## src/rtl/fpu_div_sched_if.sv

```systemverilog
// Request, response and shared-divider signals for fpu_div_sched.
// slave is the scheduler's view; master is the issue logic / consumer / divider side.
interface fpu_div_sched_if #(
  parameter int NREQ = 2,
  parameter int W    = 16,
  parameter int IDW  = 1
);
  logic [NREQ-1:0]   req_valid;
  logic [NREQ-1:0]   req_ready;
  logic [NREQ*W-1:0] req_a;
  logic [NREQ*W-1:0] req_b;

  logic              resp_valid;
  logic              resp_ready;
  logic [IDW-1:0]    resp_id;
  logic [W-1:0]      resp_q;
  logic [5:0]        resp_flags;
  logic [4:0]        resp_exc;

  logic [W-1:0]      div_a;
  logic [W-1:0]      div_b;
  logic [W-1:0]      div_q;
  logic [5:0]        div_flags;
  logic [4:0]        div_exc;

  modport slave (
    input  req_valid, req_a, req_b, resp_ready, div_q, div_flags, div_exc,
    output req_ready, resp_valid, resp_id, resp_q, resp_flags, resp_exc, div_a, div_b
  );

  modport master (
    output req_valid, req_a, req_b, resp_ready, div_q, div_flags, div_exc,
    input  req_ready, resp_valid, resp_id, resp_q, resp_flags, resp_exc, div_a, div_b
  );
endinterface

```

## src/rtl/fpu_div_sched.sv

```systemverilog
// Round-robin sequencer sharing one external bf16 divider between NREQ requesters:
// accept one op, hold operands for LAT cycles, capture the divider outputs, return them.
module fpu_div_sched #(
  parameter int NEXP = 8,
  parameter int NSIG = 7,
  parameter int NREQ = 2,
  parameter int LAT  = 2
) (
  input  logic           clk,
  input  logic           rst_n,
  fpu_div_sched_if.slave bus,
  output logic           busy
);

  localparam int W   = NEXP + NSIG + 1;
  localparam int IDW = (NREQ > 1) ? $clog2(NREQ) : 1;
  localparam int CW  = $clog2(LAT + 1);

  typedef enum logic [1:0] {
    IDLE = 2'd0,
    WAIT = 2'd1,
    RESP = 2'd2
  } state_t;

  state_t         state_q, state_d;
  logic [IDW-1:0] ptr_q, ptr_d;
  logic [IDW-1:0] id_q, id_d;
  logic [CW-1:0]  cnt_q, cnt_d;
  logic [W-1:0]   opa_q, opa_d;
  logic [W-1:0]   opb_q, opb_d;
  logic [W-1:0]   q_q, q_d;
  logic [5:0]     flg_q, flg_d;
  logic [4:0]     exc_q, exc_d;

  logic           gnt_vld;
  logic [IDW-1:0] gnt_idx;

  function automatic logic [IDW-1:0] rot_idx(input logic [IDW-1:0] base, input int k);
    int s;
    s = int'(base) + k;
    if (s >= NREQ) s = s - NREQ;
    return IDW'(s);
  endfunction

  function automatic logic [IDW-1:0] wrap_inc(input logic [IDW-1:0] i);
    if (int'(i) == NREQ - 1) return '0;
    return i + 1'b1;
  endfunction

  // Scan from the highest offset down so the nearest valid index at or after ptr wins.
  always_comb begin
    gnt_vld = 1'b0;
    gnt_idx = '0;
    for (int k = NREQ - 1; k >= 0; k--) begin
      if (bus.req_valid[rot_idx(ptr_q, k)]) begin
        gnt_vld = 1'b1;
        gnt_idx = rot_idx(ptr_q, k);
      end
    end
  end

  always_comb begin
    bus.req_ready = '0;
    if (rst_n && state_q == IDLE && gnt_vld) bus.req_ready[gnt_idx] = 1'b1;
  end

  always_comb begin
    state_d = state_q;
    ptr_d   = ptr_q;
    id_d    = id_q;
    cnt_d   = cnt_q;
    opa_d   = opa_q;
    opb_d   = opb_q;
    q_d     = q_q;
    flg_d   = flg_q;
    exc_d   = exc_q;
    unique case (state_q)
      IDLE: begin
        if (gnt_vld) begin
          opa_d   = bus.req_a[gnt_idx*W +: W];
          opb_d   = bus.req_b[gnt_idx*W +: W];
          id_d    = gnt_idx;
          cnt_d   = CW'(LAT);
          state_d = WAIT;
        end
      end
      WAIT: begin
        cnt_d = cnt_q - 1'b1;
        if (cnt_q == CW'(1)) begin
          q_d     = bus.div_q;
          flg_d   = bus.div_flags;
          exc_d   = bus.div_exc;
          state_d = RESP;
        end
      end
      RESP: begin
        if (bus.resp_ready) begin
          ptr_d   = wrap_inc(id_q);
          state_d = IDLE;
        end
      end
      default: state_d = IDLE;
    endcase
  end

  always_ff @(posedge clk or negedge rst_n) begin
    if (!rst_n) begin
      state_q <= IDLE;
      ptr_q   <= '0;
      id_q    <= '0;
      cnt_q   <= '0;
      opa_q   <= '0;
      opb_q   <= '0;
      q_q     <= '0;
      flg_q   <= '0;
      exc_q   <= '0;
    end else begin
      state_q <= state_d;
      ptr_q   <= ptr_d;
      id_q    <= id_d;
      cnt_q   <= cnt_d;
      opa_q   <= opa_d;
      opb_q   <= opb_d;
      q_q     <= q_d;
      flg_q   <= flg_d;
      exc_q   <= exc_d;
    end
  end

  assign bus.div_a      = opa_q;
  assign bus.div_b      = opb_q;
  assign bus.resp_valid = (state_q == RESP);
  assign bus.resp_id    = id_q;
  assign bus.resp_q     = q_q;
  assign bus.resp_flags = flg_q;
  assign bus.resp_exc   = exc_q;
  assign busy           = (state_q != IDLE);

  a_ready_onehot: assert property (@(posedge clk) disable iff (!rst_n)
    $onehot0(bus.req_ready));

  a_no_grant_when_busy: assert property (@(posedge clk) disable iff (!rst_n)
    (state_q != IDLE) |-> (bus.req_ready == '0));

  a_operands_held: assert property (@(posedge clk) disable iff (!rst_n)
    (state_q != IDLE && $past(state_q) != IDLE) |-> $stable({opa_q, opb_q}));

  a_resp_held: assert property (@(posedge clk) disable iff (!rst_n)
    (state_q == RESP && $past(state_q) == RESP) |-> $stable({id_q, q_q, flg_q, exc_q}));

  a_wait_count_live: assert property (@(posedge clk) disable iff (!rst_n)
    (state_q == WAIT) |-> (cnt_q != '0));

endmodule

```

## src/flat_wrapper.sv

```systemverilog
// flat-port wrapper written by rule: the top's interface ports become plain ports
module fpu_div_sched_flat 
#(
  parameter int NEXP = 8,
  parameter int NSIG = 7,
  parameter int NREQ = 2,
  parameter int LAT  = 2
)
  (clk, rst_n, busy, bus_req_valid, bus_req_a, bus_req_b, bus_resp_ready, bus_div_q, bus_div_flags, bus_div_exc, bus_req_ready, bus_resp_valid, bus_resp_id, bus_resp_q, bus_resp_flags, bus_resp_exc, bus_div_a, bus_div_b);
  fpu_div_sched_if #(.NREQ(NREQ), .W((16)), .IDW((1))) bus_i ();
  input  logic clk;
  input  logic rst_n;
  output logic busy;
  input wire logic [$bits(bus_i.req_valid)-1:0] bus_req_valid;
  input wire logic [$bits(bus_i.req_a)-1:0] bus_req_a;
  input wire logic [$bits(bus_i.req_b)-1:0] bus_req_b;
  input wire logic [$bits(bus_i.resp_ready)-1:0] bus_resp_ready;
  input wire logic [$bits(bus_i.div_q)-1:0] bus_div_q;
  input wire logic [$bits(bus_i.div_flags)-1:0] bus_div_flags;
  input wire logic [$bits(bus_i.div_exc)-1:0] bus_div_exc;
  output wire logic [$bits(bus_i.req_ready)-1:0] bus_req_ready;
  output wire logic [$bits(bus_i.resp_valid)-1:0] bus_resp_valid;
  output wire logic [$bits(bus_i.resp_id)-1:0] bus_resp_id;
  output wire logic [$bits(bus_i.resp_q)-1:0] bus_resp_q;
  output wire logic [$bits(bus_i.resp_flags)-1:0] bus_resp_flags;
  output wire logic [$bits(bus_i.resp_exc)-1:0] bus_resp_exc;
  output wire logic [$bits(bus_i.div_a)-1:0] bus_div_a;
  output wire logic [$bits(bus_i.div_b)-1:0] bus_div_b;
  assign bus_i.req_valid = bus_req_valid;
  assign bus_i.req_a = bus_req_a;
  assign bus_i.req_b = bus_req_b;
  assign bus_i.resp_ready = bus_resp_ready;
  assign bus_i.div_q = bus_div_q;
  assign bus_i.div_flags = bus_div_flags;
  assign bus_i.div_exc = bus_div_exc;
  assign bus_req_ready = bus_i.req_ready;
  assign bus_resp_valid = bus_i.resp_valid;
  assign bus_resp_id = bus_i.resp_id;
  assign bus_resp_q = bus_i.resp_q;
  assign bus_resp_flags = bus_i.resp_flags;
  assign bus_resp_exc = bus_i.resp_exc;
  assign bus_div_a = bus_i.div_a;
  assign bus_div_b = bus_i.div_b;
  fpu_div_sched #(.NEXP(NEXP), .NSIG(NSIG), .NREQ(NREQ), .LAT(LAT)) u_core (.clk(clk), .rst_n(rst_n), .bus(bus_i), .busy(busy));
endmodule
```

## config.mk

```make
export PLATFORM = sky130hd
export DESIGN_NAME = fpu_div_sched_flat
export DESIGN_NICKNAME = d
export VERILOG_FILES = /design/src/rtl/fpu_div_sched_if.sv /design/src/rtl/fpu_div_sched.sv /design/src/flat_wrapper.sv
export SDC_FILE = /design/constraint.sdc
export NUM_CORES = 1
export LEC_CHECK = 0
export ABC_AREA = 0
export CORE_ASPECT_RATIO = 0.5
export CORE_MARGIN = 1.5
export CORE_UTILIZATION = 40
export DETAILED_ROUTE_END_ITERATION = 6
export PLACE_DENSITY_LB_ADDON = 0.12
export SLEW_MARGIN = 20
export SYNTH_ARGS = -nofsm -noshare
export SYNTH_HDL_FRONTEND = slang
export SYNTH_SLANG_ARGS = --single-unit
```

## constraint.sdc

```tcl
create_clock -name clk -period 1.8 [get_ports clk]
set_clock_uncertainty 0.1 [all_clocks]
set_input_delay 0.36 -clock clk [delete_from_list [all_inputs] [get_ports clk]]
set_output_delay 0.36 -clock clk [all_outputs]
set_load 0.1 [all_outputs]
```

==> summary.txt <==
Floorplanning
  • Y dimension of the die: 65.49 um
  • Die area: 8382 sq um
  • Initial cell density of the core: 42.04%
  • Total number of placement rows: 22
  • Die boundary width: 128.0 um
  • I/O pin count: 160
  • Core Region: 7432 sq um

Placement
  • DP Area: 5475 sq um
  • GPL Wtd Cong: 0.8329
  • Port Buffer Count: 159
  • Detailed Place HPWL: 6763 um

Timing
  • Relative slew slack: 63.02%
  • Max-slew violations: 0
  • Endpoints failing hold: 0
  • Maximum clock frequency: 0.5241 GHz
  • RSZ-0062 raised after global routing: yes
  • Crit path setup slack, layout: -107.9 ps
  • Fin crit period: 1908 ps
  • Ratio of final minimum period to clock period: 106.0%
  • Worst Max-Slew Pin Slew: 554.7 ps
  • Final setup fails: 2

Critical path
  • Maximum net fanout on the critical path: 3
  • Origin of the worst setup path: u_core.ptr_q$_DFFE_PN0P_
  • Worst R2R Start: u_core.state_q[0]$_DFFE_PN0P_
  • Cell type group with the largest total delay on the critical path: simple AND/OR/NAND/NOR gates
  • Slowest-stage cell, CP: sky130_fd_sc_hd__dfrtp_1
  • Stages on the worst setup path: 4
  • Capture point of the worst path: bus_req_ready[0]
  • Reg2reg setup slack: 70 ps
  • CP startpoint kind: flop
  • Crit Reg-Reg Endpoint: u_core.bus.div_b[7]$_DFFE_PN0P_
  • Depth of the most critical reg-to-reg path: 5
  • Critical path capture point type: primary output
  • Cell breakdown of the critical path: nor2b_4 -> nor2_4 -> nor3b_4 -> buf_12
  • Critical path class: reg2out
  • Worst Path Arrival: 1450 ps
  • Maximum cell stage delay along the critical path: 440 ps
  • Critical path buffer and inverter count: 1
  • Critical Path RT: 1340 ps

Yosys
  • Number of instances in the synthesized netlist: 275
  • Unique masters post-synth: 25
  • Area of the mapped netlist: 3124 sq um
  • Mapped Avg Cell Area: 11.36 sq um
  • Net Count, Synth: 372
  • Number of synthesized register bits: 65
  • Yosys warning total: 0
  • Proportion of synthesized chip area in sequential cells: 52.06%

GRT
  • Overall fraction of global-route tracks in use: 23.91%
  • Number of antenna violations at the first check in global routing: 0
  • First-pass GRT wire length: 15210 um
  • Maximum number of pins on one net before global-route repair: 44
  • GRT overflow: 0
  • Via count of the first global-routing pass: 3038

Clocking
  • Skew-Pair Late Insertion Delay: 330 ps
  • Clock buffer depth: 2
  • Clock tree from TritonCTS: done
  • Number of buffers added by the clock tree synthesis step: 9
  • CTS H-tree depth: 3
  • Root cell of the clock tree: sky130_fd_sc_hd__clkbuf_16
  • Register clock-pin slew on the reported worst setup and hold paths: 50 ps
  • Clock tree sinks: 65

Layout
  • Footprint of the multi-input gates: 1379 sq um
  • Post-route standard cell area excluding fillers: 5816 sq um
  • Most frequent cells in the layout: sky130_fd_sc_hd__clkdlybuf4s50_1 (92), sky130_fd_sc_hd__buf_12 (66), sky130_fd_sc_hd__dfrtp_1 (63)
  • Commonest non-fill, non-tap cell in the layout: sky130_fd_sc_hd__clkdlybuf4s50_1
  • Fill cell instance count of the final layout: 466
  • Post-synthesis to final-layout area growth: 86.14%
  • Antenna diode count: 0
  • Reg area: 1629 sq um
  • Nets: 536
  • Share of cells above drive strength 1: 31.98%

Flow run
  • Max capacitance violation total: 0

Outcome
  • Failing checks: setup timing
  • Status: finished, violations left

Routing
  • Detailed-routing iteration count for the pre-antenna-repair pass: 4
  • Number of design-rule violations left by the first detailed-router iteration: 106
  • Vias: 2933
  • Count of unresolved DRC violations after routing: 0
  • Per-cell via count in the routed design: 5.431
  • Wire length per cell: 18.26 um
  • Antenna Violating Nets Remaining: 0
  • Routed Wire Length: 9860 um

Min path
  • HP Class: in2async
## worst min path at each step
stage / startpoint / end / cells past startpoint
floorplan: rst_n / u_core.bus.div_a[0]$_DFFE_PN0P_ / 0
global placement: rst_n / u_core.bus.div_b[9]$_DFFE_PN0P_ / 2
detailed placement: rst_n / u_core.bus.div_b[12]$_DFFE_PN0P_ / 2
CTS: rst_n / u_core.ptr_q$_DFFE_PN0P_ / 2
global route: rst_n / u_core.ptr_q$_DFFE_PN0P_ / 2
finish: rst_n / u_core.ptr_q$_DFFE_PN0P_ / 2
## registers in the layout, indices dropped and copies added, names as in the netlist
name,count
u_core.bus.resp_exc,5
u_core.cnt_q,2
u_core.bus.resp_q,16
u_core.bus.resp_id,1
u_core.bus.resp_flags,6
u_core.bus.div_b,16
u_core.bus.div_a,16
u_core.state_q,2
u_core.ptr_q,1
## cell families (layout without fill, tap and decap cells)
kind of cell	count (synthesis)	count (layout)	share of synthesized area, %
AO/OA/AOI/OAI	102	102	23.79
flip-flops	65	65	52.06
AND/OR/NAND/NOR	50	51	8.491
buffers and inverters	30	198	5.526
multiplexers	27	27	9.732
adder cells (fa/ha/maj)	1	1	0.4004
## metrics by stage
stage | TNS [ps] | instances | util [%] | setup slack, ps | hold WS (ps)
2_1_floorplan | -263.4 | 275 | - | -243.8 | -35.59
3_3_place_gp | -10020 | 518 | 73.67 | -290.9 | 311.1
3_5_place_dp | -11140 | 518 | 73.67 | -350.1 | 335.4
4_1_cts | -200.6 | 538 | 77.96 | -114.2 | 95.61
5_1_grt | -322.4 | 540 | 78.25 | -177.9 | 135.9
6_report | -179.8 | 540 | 78.25 | -107.9 | 93.57
## Yosys cell counts
library cell,number,area share [%]
sky130_fd_sc_hd__a21oi_1,32,5.1
sky130_fd_sc_hd__a22o_1,1,0.28
sky130_fd_sc_hd__a31oi_1,3,0.60
sky130_fd_sc_hd__a31oi_2,30,12
sky130_fd_sc_hd__and2_4,1,0.28
sky130_fd_sc_hd__and3_1,1,0.20
sky130_fd_sc_hd__buf_6,8,2.9
sky130_fd_sc_hd__clkbuf_1,18,2.2
sky130_fd_sc_hd__dfrtp_1,65,52
sky130_fd_sc_hd__ha_1,1,0.40
sky130_fd_sc_hd__inv_1,3,0.36
sky130_fd_sc_hd__inv_2,1,0.12
sky130_fd_sc_hd__mux2_1,27,9.7
sky130_fd_sc_hd__nand2_1,3,0.36
sky130_fd_sc_hd__nand2_2,1,0.20
sky130_fd_sc_hd__nand2b_1,4,0.80
sky130_fd_sc_hd__nand3_1,32,5.1
sky130_fd_sc_hd__nand3b_1,1,0.24
sky130_fd_sc_hd__nor2_1,2,0.24
sky130_fd_sc_hd__nor2_2,1,0.20
sky130_fd_sc_hd__nor2b_1,2,0.40
sky130_fd_sc_hd__nor3b_1,1,0.24
sky130_fd_sc_hd__o21ai_0,33,5.3
sky130_fd_sc_hd__o21ai_1,3,0.48
sky130_fd_sc_hd__or2_1,1,0.20
## layer usage
layer  global-route usage [%]  share of wire (%)
met1                    27.48                 40
met2                    41.26                 49
met3                    7.410                7.9
met4                    11.52                2.9
met5                   0.6536                  0
## final cells by class
class / instances / share of cell area (%)
Multi-Input combinational cell: 181 / 23.71
Sequential cell: 65 / 28.01
Clock buffer: 11 / 4.174
Tap cell: 96 / 2.065
Inverter: 4 / 0.2582
Timing Repair Buffer: 178 / 41.24
Clock inverter: 5 / 0.5379
## what timing repair did
action	CTS	global route
pin swaps	2	1
buffers inserted	3	1
endpoints found under the hold margin	22	0
setup endpoints to repair	5	36
cloned	0	1
hold buffers	1	0
resized for setup	7	3
Power is not shown: default switching activity piles up to over one toggle a cycle in this logic, so the estimate is an artifact.
